## src/rtl/mul_lopd_norm_seq_if.sv

```systemverilog
// rtl/mul_lopd_norm_seq_if.sv - request/result bundle for the mantissa normaliser
// Exponent signals exist only when MUL_LOPD_NORM_EXP_ADJ_EN is defined.
interface mul_lopd_norm_seq_if #(
  parameter int DATA_W = 48,
  parameter int LZC_W  = $clog2(DATA_W + 1)
`ifdef MUL_LOPD_NORM_EXP_ADJ_EN
  ,
  parameter int EXP_W  = 8
`endif
);
  logic              i_valid;
  logic              o_ready;
  logic [DATA_W-1:0] i_mant;
  logic              o_valid;
  logic              i_ready;
  logic [DATA_W-1:0] o_mant;
  logic [LZC_W-1:0]  o_lzc;
  logic              o_zero;
  logic              o_busy;
`ifdef MUL_LOPD_NORM_EXP_ADJ_EN
  logic [EXP_W-1:0]  i_exp;
  logic [EXP_W-1:0]  o_exp;
  logic              o_uflow;
`endif

  modport master (
    output i_valid, i_mant, i_ready,
`ifdef MUL_LOPD_NORM_EXP_ADJ_EN
    output i_exp,
    input  o_exp, o_uflow,
`endif
    input  o_ready, o_valid, o_mant, o_lzc, o_zero, o_busy
  );

  modport slave (
    input  i_valid, i_mant, i_ready,
`ifdef MUL_LOPD_NORM_EXP_ADJ_EN
    input  i_exp,
    output o_exp, o_uflow,
`endif
    output o_ready, o_valid, o_mant, o_lzc, o_zero, o_busy
  );
endinterface

```

## src/rtl/mul_lopd_norm_seq.sv

```systemverilog
// rtl/mul_lopd_norm_seq.sv - multi-cycle leading-zero normaliser, one 16-bit chunk per cycle
// Optional exponent adjust/underflow under MUL_LOPD_NORM_EXP_ADJ_EN.
module mul_lopd_16bit (
  input  logic [15:0] chunk,
  output logic [3:0]  pos,
  output logic        zf
);
  // Later (higher) set bits override, so pos ends as the MSB's leading-zero count.
  always_comb begin
    pos = 4'd0;
    for (int i = 0; i < 16; i++) begin
      if (chunk[i]) pos = 4'(15 - i);
    end
  end

  assign zf = (chunk == 16'd0);
endmodule

module mul_lopd_norm_seq #(
  parameter int DATA_W = 48,
  parameter int LZC_W  = $clog2(DATA_W + 1)
`ifdef MUL_LOPD_NORM_EXP_ADJ_EN
  ,
  parameter int EXP_W  = 8
`endif
) (
  input  logic                i_clk,
  input  logic                i_rst_n,
  mul_lopd_norm_seq_if.slave  bus
);
  localparam int NCHUNK = DATA_W / 16;
  localparam int IDX_W  = (NCHUNK > 1) ? $clog2(NCHUNK) : 1;

  typedef enum logic [1:0] {IDLE, SCAN, DONE} state_t;

  state_t            state;
  logic [DATA_W-1:0] mant_q;
  logic [IDX_W-1:0]  idx_q;
  logic [LZC_W-1:0]  acc_q;
  logic              valid_q;
  logic [DATA_W-1:0] mant_out_q;
  logic [LZC_W-1:0]  lzc_q;
  logic              zero_q;

  logic [15:0]       chunk_arr [NCHUNK];
  logic [15:0]       chunk;
  logic [3:0]        pos;
  logic              zf;
  logic [LZC_W-1:0]  lz_sum;
  logic              last_chunk;

  for (genvar j = 0; j < NCHUNK; j++) begin : g_chunk
    assign chunk_arr[j] = mant_q[DATA_W-1-16*j -: 16];
  end

  assign chunk      = chunk_arr[idx_q];
  assign lz_sum     = acc_q + LZC_W'(pos);
  assign last_chunk = (idx_q == IDX_W'(NCHUNK - 1));

  mul_lopd_16bit u_lopd (
    .chunk (chunk),
    .pos   (pos),
    .zf    (zf)
  );

  always_ff @(posedge i_clk or negedge i_rst_n) begin
    if (!i_rst_n) begin
      state      <= IDLE;
      mant_q     <= '0;
      idx_q      <= '0;
      acc_q      <= '0;
      valid_q    <= 1'b0;
      mant_out_q <= '0;
      lzc_q      <= '0;
      zero_q     <= 1'b0;
    end else begin
      case (state)
        IDLE: begin
          if (bus.i_valid) begin
            mant_q <= bus.i_mant;
            idx_q  <= '0;
            acc_q  <= '0;
            state  <= SCAN;
          end
        end
        SCAN: begin
          if (!zf) begin
            lzc_q      <= lz_sum;
            mant_out_q <= mant_q << lz_sum;
            zero_q     <= 1'b0;
            valid_q    <= 1'b1;
            state      <= DONE;
          end else if (!last_chunk) begin
            acc_q <= acc_q + LZC_W'(16);
            idx_q <= idx_q + 1'b1;
          end else begin
            lzc_q      <= LZC_W'(DATA_W);
            mant_out_q <= '0;
            zero_q     <= 1'b1;
            valid_q    <= 1'b1;
            state      <= DONE;
          end
        end
        DONE: begin
          if (bus.i_ready) begin
            valid_q <= 1'b0;
            state   <= IDLE;
          end
        end
        default: state <= IDLE;
      endcase
    end
  end

  assign bus.o_ready = (state == IDLE);
  assign bus.o_busy  = (state != IDLE);
  assign bus.o_valid = valid_q;
  assign bus.o_mant  = mant_out_q;
  assign bus.o_lzc   = lzc_q;
  assign bus.o_zero  = zero_q;

`ifdef MUL_LOPD_NORM_EXP_ADJ_EN
  // Compare in a width wide enough for both operands so the subtraction never wraps unseen.
  localparam int CMP_W = ((EXP_W > LZC_W) ? EXP_W : LZC_W) + 1;

  logic [EXP_W-1:0] exp_q;
  logic [EXP_W-1:0] exp_out_q;
  logic             uflow_q;
  logic [CMP_W-1:0] exp_ext;
  logic [CMP_W-1:0] lz_ext;
  logic [CMP_W-1:0] exp_diff;

  assign exp_ext  = CMP_W'(exp_q);
  assign lz_ext   = CMP_W'(lz_sum);
  assign exp_diff = exp_ext - lz_ext;

  always_ff @(posedge i_clk or negedge i_rst_n) begin
    if (!i_rst_n) begin
      exp_q     <= '0;
      exp_out_q <= '0;
      uflow_q   <= 1'b0;
    end else begin
      if (state == IDLE && bus.i_valid) begin
        exp_q <= bus.i_exp;
      end else if (state == SCAN) begin
        if (!zf) begin
          if (exp_ext >= lz_ext) begin
            exp_out_q <= exp_diff[EXP_W-1:0];
            uflow_q   <= 1'b0;
          end else begin
            exp_out_q <= '0;
            uflow_q   <= 1'b1;
          end
        end else if (last_chunk) begin
          exp_out_q <= '0;
          uflow_q   <= 1'b0;
        end
      end
    end
  end

  assign bus.o_exp   = exp_out_q;
  assign bus.o_uflow = uflow_q;
`endif
endmodule

```

## src/flat_wrapper.sv

```systemverilog
// flat-port wrapper written by rule: the top's interface ports become plain ports
module mul_lopd_norm_seq_flat 
#(
  parameter int DATA_W = 48,
  parameter int LZC_W  = $clog2(DATA_W + 1)

)
  (i_clk, i_rst_n, bus_i_valid, bus_i_mant, bus_i_ready, bus_o_ready, bus_o_valid, bus_o_mant, bus_o_lzc, bus_o_zero, bus_o_busy);
  mul_lopd_norm_seq_if #(.DATA_W(DATA_W), .LZC_W(LZC_W)) bus_i ();
  input  logic i_clk;
  input  logic i_rst_n;
  input wire logic [$bits(bus_i.i_valid)-1:0] bus_i_valid;
  input wire logic [$bits(bus_i.i_mant)-1:0] bus_i_mant;
  input wire logic [$bits(bus_i.i_ready)-1:0] bus_i_ready;
  output wire logic [$bits(bus_i.o_ready)-1:0] bus_o_ready;
  output wire logic [$bits(bus_i.o_valid)-1:0] bus_o_valid;
  output wire logic [$bits(bus_i.o_mant)-1:0] bus_o_mant;
  output wire logic [$bits(bus_i.o_lzc)-1:0] bus_o_lzc;
  output wire logic [$bits(bus_i.o_zero)-1:0] bus_o_zero;
  output wire logic [$bits(bus_i.o_busy)-1:0] bus_o_busy;
  assign bus_i.i_valid = bus_i_valid;
  assign bus_i.i_mant = bus_i_mant;
  assign bus_i.i_ready = bus_i_ready;
  assign bus_o_ready = bus_i.o_ready;
  assign bus_o_valid = bus_i.o_valid;
  assign bus_o_mant = bus_i.o_mant;
  assign bus_o_lzc = bus_i.o_lzc;
  assign bus_o_zero = bus_i.o_zero;
  assign bus_o_busy = bus_i.o_busy;
  mul_lopd_norm_seq #(.DATA_W(DATA_W), .LZC_W(LZC_W)) u_core (.i_clk(i_clk), .i_rst_n(i_rst_n), .bus(bus_i));
endmodule
```

## config.mk

```make
export PLATFORM = sky130hd
export DESIGN_NAME = mul_lopd_norm_seq_flat
export DESIGN_NICKNAME = d
export VERILOG_FILES = /design/src/rtl/mul_lopd_norm_seq_if.sv /design/src/rtl/mul_lopd_norm_seq.sv /design/src/flat_wrapper.sv
export SDC_FILE = /design/constraint.sdc
export NUM_CORES = 1
export LEC_CHECK = 0
export ABC_AREA = 1
export BUFFER_PORTS_ARGS = -buffer_cell sky130_fd_sc_hd__buf_2
export CELL_PAD_IN_SITES_DETAIL_PLACEMENT = 0
export CELL_PAD_IN_SITES_GLOBAL_PLACEMENT = 1
export CORE_MARGIN = 2
export CORE_UTILIZATION = 41
export DETAILED_ROUTE_END_ITERATION = 6
export GPL_ROUTABILITY_DRIVEN = 0
export MAX_ROUTING_LAYER = met4
export PLACE_DENSITY_LB_ADDON = 0.05
export SYNTH_ARGS = -nofsm -noshare
export SYNTH_HDL_FRONTEND = slang
export SYNTH_SLANG_ARGS = --single-unit
```

## constraint.sdc

```tcl
create_clock -name i_clk -period 3.54 [get_ports i_clk]
set_clock_uncertainty 0.05 [all_clocks]
set_input_delay 0.177 -clock i_clk [delete_from_list [all_inputs] [get_ports i_clk]]
set_output_delay 0.177 -clock i_clk [all_outputs]
set_load 0.1 [all_outputs]
```

==> results of run 1 <==
==> timing repair <==
| item | in CTS | in global routing |
|---|---|---|
| endpoints found under the setup margin | 0 | 20 |
| hold buffers | 10 | 0 |
| endpoints found under the hold margin | 56 | 0 |
| gates resized for setup | 0 | 11 |
==> logic make-up (layout without fill, tap and decap cells) <==
group	Yosys count	after routing	share of synthesized area
flops	110	110	0.357
xor+xnor	2	2	0.00422
fa+ha+maj	5	5	0.00812
mux	2	2	0.00292
simple gates	772	772	0.445
compound gates	121	121	0.0935
other cells	1	1	0.000487
buf+inv	150	230	0.0883
==> per-layer routing <==
| metal | part of all wire | vias up | GRT usage |
|---|---|---|---|
| li1 | - | 4031 | - |
| met1 | 0.46 | 3908 | 0.396 |
| met2 | 0.45 | 315 | 0.453 |
| met3 | 0.066 | 49 | 0.0554 |
| met4 | 0.027 | 0 | 0.0947 |
| met5 | 0 | - | - |
==> cell type report <==
type	instances	area, um2
Clock inverter	7	55.1
Multi-Input combinational cell	903	4320
Inverter	74	290
Clock buffer	9	225
Timing Repair Buffer	140	915
Fill cell	1982	9730
Sequential cell	110	2750
Tap cell	234	293
==> registers in the layout, summed over array words and instances, names as in the netlist <==
register / cells
u_core.idx_q: 2
u_core.bus.o_zero: 1
u_core.chunk_arr: 48
u_core.bus.o_mant: 48
u_core.bus.o_valid: 1
u_core.state: 2
u_core.acc_q: 2
u_core.bus.o_lzc: 6
==> worst min path at each step <==
stage | slack [ps] | cells after the start | from | to
2_1_floorplan | -170 | 0 | i_rst_n | u_core.acc_q[4]
3_3_place_gp | 200 | 1 | i_rst_n | u_core.chunk_arr[18]
3_5_place_dp | 200 | 1 | i_rst_n | u_core.chunk_arr[18]
4_1_cts | 0.9 | 3 | bus_i_mant[20] | u_core.chunk_arr[20]
5_1_grt | 20 | 3 | bus_i_mant[37] | u_core.chunk_arr[37]
6_report | 5 | 3 | bus_i_mant[19] | u_core.chunk_arr[19]
==> per-stage QoR <==
| stage | area (um2) | hold WS [ps] |
|---|---|---|
| after floorplan | 7700 | -169 |
| after global placement | 8410 | 196 |
| after detailed placement | 8410 | 203 |
| after CTS | 8790 | 0.866 |
| after global routing | 8850 | 19.1 |
| final | 8850 | 4.64 |
==> worst max-delay path: stages, from the launching register on <==
cell	delay, ps
dfrtp_1	430
inv_6	100
nand2_4	110
inv_6	80
a22oi_2	200
nand2_2	100
a31oi_1	170
nor2_1	60
o211ai_1	170
a31oi_1	130
ha_1	350
inv_2	150
buf_12	200
nand3_1	140
nand2_1	110
nand2_1	80
nand2_1	120
nand3_1	160
a21oi_2	220
nand2_1	70
nand2_1	50
==> placed cells by master, fill, tap and decap left out, types with 3 or more instances in the layout <==
cell type	synthesis	layout
dlygate4sd3_1	0	10
clkbuf_16	0	10
inv_1	63	62
a22oi_2	8	8
buf_4	3	13
nand4_1	5	5
dfrtp_1	110	110
nand3_1	347	346
nand2_2	4	6
nor2_1	68	68
nor2_2	3	3
inv_2	7	7
o21ai_0	17	17
a31oi_1	3	3
o21ai_1	7	6
buf_2	16	108
inv_6	1	4
a21oi_1	74	72
nand2_1	336	333
ha_1	5	5
buf_12	0	7
o211ai_1	3	3
==> summary by stage, run 1 <==
Run status
The flow ran to the end, but the final reports show violations. The final reports fail on design-rule violations.

Worst setup path
The worst register-to-register path ends at u_core.bus.o_mant[36]. The most critical setup path has its endpoint at u_core.bus.o_mant[36]. For the worst setup path, the data arrival time is about 3600 ps. Counting cells, the worst reg-to-reg path comes to 20. The register-to-register path setup slack is 230 ps. The critical path is of the register to register type. The origin of the critical flop-to-flop path is u_core.idx_q[0]. The critical path capture point type is a register.

Of all nets on the critical path, the largest fanout is 25. Data on the critical path is required at its endpoint by about 3800 ps. The launching element of the worst setup path is u_core.idx_q[0]. The type of origin of the critical path is a register.

Logic synthesis
The most frequently used flop master after synthesis is dfrtp_1. For this run, asynchronously set or reset flops after synthesis account for 1.00. The total number of yosys warnings is 0. Averaged over all synthesized cells, the footprint is around 6.6 um2. The cell accounting for the most synthesized area is dfrtp_1. In this run, synthesis produced a sequential element count of 110. The share of synthesized area occupied by flip-flops and latches is 0.357.

After synthesis, the cell types taking the most area are dfrtp_1, nand3_1, nand2_1. Of the post-synthesis cell area, the dominant cell type holds 0.357. The post-synthesis net count is around 1200. Synthesis handed over a netlist of about 1200 instances.

By count the netlist is led by nand3_1, nand2_1, dfrtp_1. The most used standard cell by instance count after synthesis is nand3_1. The count of unique library cells instantiated by Yosys is 44.

The synthesized design contains 0 enable-type register cells. The cell area after synthesis is 7700 um2.

STA
Headroom to the max-slew limit came out at 0.409. Setup repair after global routing could not meet its margin everywhere. The number of hold violations in the final report is 0.

The slew at the pin closest to its max-slew limit is between 800 and 900 ps. For the final routed database, the setup TNS stands at 0 ps. The worst path needs roughly 3300 ps of the cycle, external delays included. The share of the clock period used by the worst path after layout is 0.935.

Once routing completed, OpenROAD measured the worst setup slack at roughly 230 ps. The fmax is ~0.30 GHz. The number of endpoints failing setup at the final stage is 0. The final max-slew violation count is 0.

CTS
The post-CTS setup-driven buffer insertion count is 0. After clock tree synthesis, the clock-pin slew on the worst setup and hold paths is ~80 ps. The tree is rooted in a clkbuf_16.

TritonCTS built the clock tree. The number of levels the H-tree was split into is 3. The later pin in the worst-skew pair is clocked with a latency of between 300 and 400 ps.

The maximum clock path buffer count is 2. Clock tree synthesis inserted a total of 9 buffers. The tree built by TritonCTS fans out to 110 sinks.

Finish
The count of placed standard cells in the final layout, fillers left out is 1477. The ratio of cells with drive above 1 in the final layout is 0.154. 0 antenna diodes ended up in the layout. The final-stage net count is 1295. From synthesis to final layout, the design area changed by 14.9%. The final core area utilization is 0.476.

Worst hold path
The worst hold-check path type is input pin to register.

Floorplan
The top-level port count is between 100 and 150. The width of the chip is around 140 um. The floorplan step defined a core boundary enclosing 18600 um2. The floorplan has 50 rows. The floorplan die height is 141 um.

The initial cell density of the core is 0.415. The floorplan step defined a die boundary enclosing 19900 um2.

Global routing
The pin count of the biggest net entering global routing is 64. The global router's overall resource usage is 0.295. The initial antenna violation count came to 0. The number of global-route vias before repair is 7935. Global routing finished with a remaining overflow of 0. The first global-routing pass estimated 44.0 mm of wire.

Placed design
The HPWL reported at the end of detailed placement is around 21 mm. The setup slack at placement is ~120 ps. Input and output buffers added on the ports amount to approximately 110. The number of placed instances, taps included, is approximately 1500.

Job
The tool flagged a number of max-cap violations equal to 0.

Drt
The number of vias after detailed routing is roughly 8300. For this block, the initial DRC count from the detailed router was 742. The mean routed wirelength per cell is around 19 um. For this block, the routed nets add up to 28.2 mm of wire. The count of nets left with antenna violations after detail routing is 0. The via count normalized by instance count is ~5.6.

The first TritonRoute pass finished after 7 iterations. In the routed design, unresolved DRC markers number 1.
Power of run 1 is not shown: default switching activity piles up to over one toggle a cycle in this logic, so the estimate is an artifact.
==> run 2, diff against run 1 <==
--- a/config.mk
+++ b/config.mk
@@ -9,6 +9,7 @@
 export BUFFER_PORTS_ARGS = -buffer_cell sky130_fd_sc_hd__buf_2
 export CELL_PAD_IN_SITES_DETAIL_PLACEMENT = 0
 export CELL_PAD_IN_SITES_GLOBAL_PLACEMENT = 1
+export CORE_ASPECT_RATIO = 0.75
 export CORE_MARGIN = 2
 export CORE_UTILIZATION = 41
 export DETAILED_ROUTE_END_ITERATION = 6
==> summary by stage, run 2 (synthesized netlist as in run 1, its figures left out) <==
STA
The share of the clock period used by the worst path after layout is 0.945 (was 0.935). The remaining max-slew budget at the tightest pin was 0.581 (was 0.409). The slew at the pin closest to its max-slew limit is 628 ps (was 886 ps).

The final max-slew violation count is 0 (unchanged). The number of hold violations in the final report is 0 (unchanged). The total negative setup slack was 0 ps (unchanged). The post-layout minimum cycle time is 3350 ps (was 3310 ps). The number of endpoints failing setup at the final stage is 0 (unchanged). The fmax is 0.299 GHz (was 0.302 GHz). Unrepaired setup endpoints after global routing: true (unchanged).

Run status
Result of the run: finished clean (was finished with violations).

Finish
The ratio of cells with drive above 1 in the final layout is 0.181 (was 0.154). The most common library cell in the layout ignoring fill and taps is nand3_1 (unchanged). The count of placed standard cells in the final layout, fillers left out was 1510 (was 1477). The antenna diode count is 0 (unchanged). The post-synthesis to final-layout area growth is 18.6% (was 14.9%). The final-stage net count is 1315 (was 1295). The final cell area excluding filler cells was 9140 um2 (was 8850 um2). Highest-count cells in the layout ignoring fill and taps: nand3_1, nand2_1, buf_2, dfrtp_1, a21oi_1 (was nand3_1, nand2_1, dfrtp_1, buf_2, a21oi_1).

Global routing
The leftover overflow at the end of global routing is 0 (unchanged). The first-pass GRT wire length is 45.1 mm (was 44.0 mm). The number of global-route vias before repair was 7855 (was 7935). The global router's overall resource usage is 0.307 (was 0.295).

The pin count of the biggest net entering global routing came to 95 (was 64). The initial antenna violation count was 0 (unchanged).

CTS
The TritonCTS buffer count came to 9 (unchanged). The clock transition at the registers of the reported paths is 80 ps (about the same). The clock tree from TritonCTS is done (unchanged). The number of levels the H-tree was split into is 3 (unchanged). The count of clock tree sinks was 110 (unchanged).

The clock latency on the worst-skew pair is 360 ps (was 370 ps). The master cell of the clock root buffer is clkbuf_16 (unchanged). The maximum clock path buffer count is 2 (unchanged).

Drt
The length of the first detailed-routing pass in iterations is 6 (was 7). The DRC violation total after the first TritonRoute iteration is 1022 (was 742). The DRC violations left came to 0 (was 1). The mean routed wirelength per cell was 19.1 um (about the same). The final routed wirelength across all metal layers came to 28.9 mm (was 28.2 mm). The number of vias after detailed routing came to 8517 (was 8303).

The via count normalized by instance count is 5.64 (was 5.62). The count of nets left with antenna violations after detail routing is 0 (unchanged).

Placed design
The post-detailed-placement cell area is 8610 um2 (was 8410 um2). The HPWL reported at the end of detailed placement is 21.8 mm (was 21.0 mm). The number of placed cells counting well taps is 1484 (was 1450). The number of buffer cells added on primary ports was 109 (unchanged).

Floorplan
The width of the chip is 162 um (was 141 um). The count of standard-cell rows is 43 (was 50). The initial cell density of the core is 0.418 (was 0.415). The area of the core region was 18500 um2 (was 18600 um2). The top-level port count is 110 (unchanged).

The floorplan die height is 123 um (was 141 um). The overall die area came to 19900 um2 (about the same).

Job
The number of max-cap violations came to 0 (unchanged).

Worst setup path
The data required time of the worst path is 3790 ps (about the same). The critical path capture point type is a register (unchanged). The maximum net fanout on the critical path is 17 (was 25). The type of the worst setup path is register to register (unchanged).

The arrival time reported for the critical path endpoint came to 3600 ps (was 3560 ps). The type of origin of the critical path was a register (unchanged).

Worst hold path
The worst hold-check path type is input pin to register (unchanged).
==> run 2: cell types whose count changed in the layout (fill, tap and decap cells not counted), moves of 2 or more <==
cell / delta
dlygate4sd3_1: -6
dfrtp_2: +2
buf_12: +3
clkinv_2: -2
dfrtp_1: -2
nand3_1: -8
buf_4: +23
nand3_2: +8
==> run 2: routing by layer <==
metal / track usage / up-vias / part of all wire
met5: - / - / 0
met3: 0.0777 / 42 / 0.094
met2: 0.426 / 374 / 0.41
met1: 0.447 / 4023 / 0.48
met4: 0.0686 / 0 / 0.016
li1: - / 4078 / -
==> run 2: what timing repair did <==
action                                  CTS  global route
hold endpoints to repair                 48             1
resized for setup                         0            27
endpoints found under the setup margin    0            41
hold buffers                              3             1
setup buffers                             0             4
==> run 2: final cells by class <==
| cell class | count | area (um2) |
|---|---|---|
| sequential | 110 | 2760 |
| tap | 247 | 309 |
| timing repair buffer | 159 | 1080 |
| fill | 1961 | 9320 |
| clock inverter | 6 | 75.1 |
| multi-input combinational | 904 | 4400 |
| clock buffer | 10 | 239 |
| inverter | 74 | 288 |
==> run 2: critical path: stages, from the launching register on <==
cell and delay, ps:
dfrtp_2 460, buf_12 160, nand2_1 90, nand2_1 80
a21oi_2 150, nand3_2 90, a31oi_1 140, nor2_1 60
o211ai_1 200, a31oi_1 130, ha_1 380, inv_2 100
buf_12 150, buf_4 150, nand3_1 70, nand2_1 100
inv_1 110, nor2_1 190, nand3_2 140, a21oi_1 150
nand2_1 70, nand2_1 60
==> run 2: worst paths after layout <==
check	start	endpoint	slack (ps)	depth (start not counted)
max in group asynchronous	i_rst_n	u_core.bus.o_lzc[2]	2360	3
setup reg to reg	u_core.idx_q[0]	u_core.bus.o_mant[34]	190	21
hold reg to reg	u_core.bus.o_mant[14]	u_core.bus.o_mant[14]	430	2
setup / recovery	u_core.idx_q[0]	u_core.bus.o_mant[34]	190	21
min in group asynchronous	i_rst_n	u_core.chunk_arr[16]	310	2
hold / removal	bus_i_mant[46]	u_core.chunk_arr[46]	4	3
==> run 2: metrics by stage <==
step / hold slack [ps] / util / setup slack [ps]
4_1_cts: 0.252 / 0.485 / 1.24
3_5_place_dp: 177 / 0.467 / 21.5
6_report: 4.00 / 0.495 / 193
3_3_place_gp: 178 / 0.467 / 25.3
2_1_floorplan: -169 / - / 368
5_1_grt: 6.83 / 0.495 / -40.7
Power of run 2 is left out for the same reason.
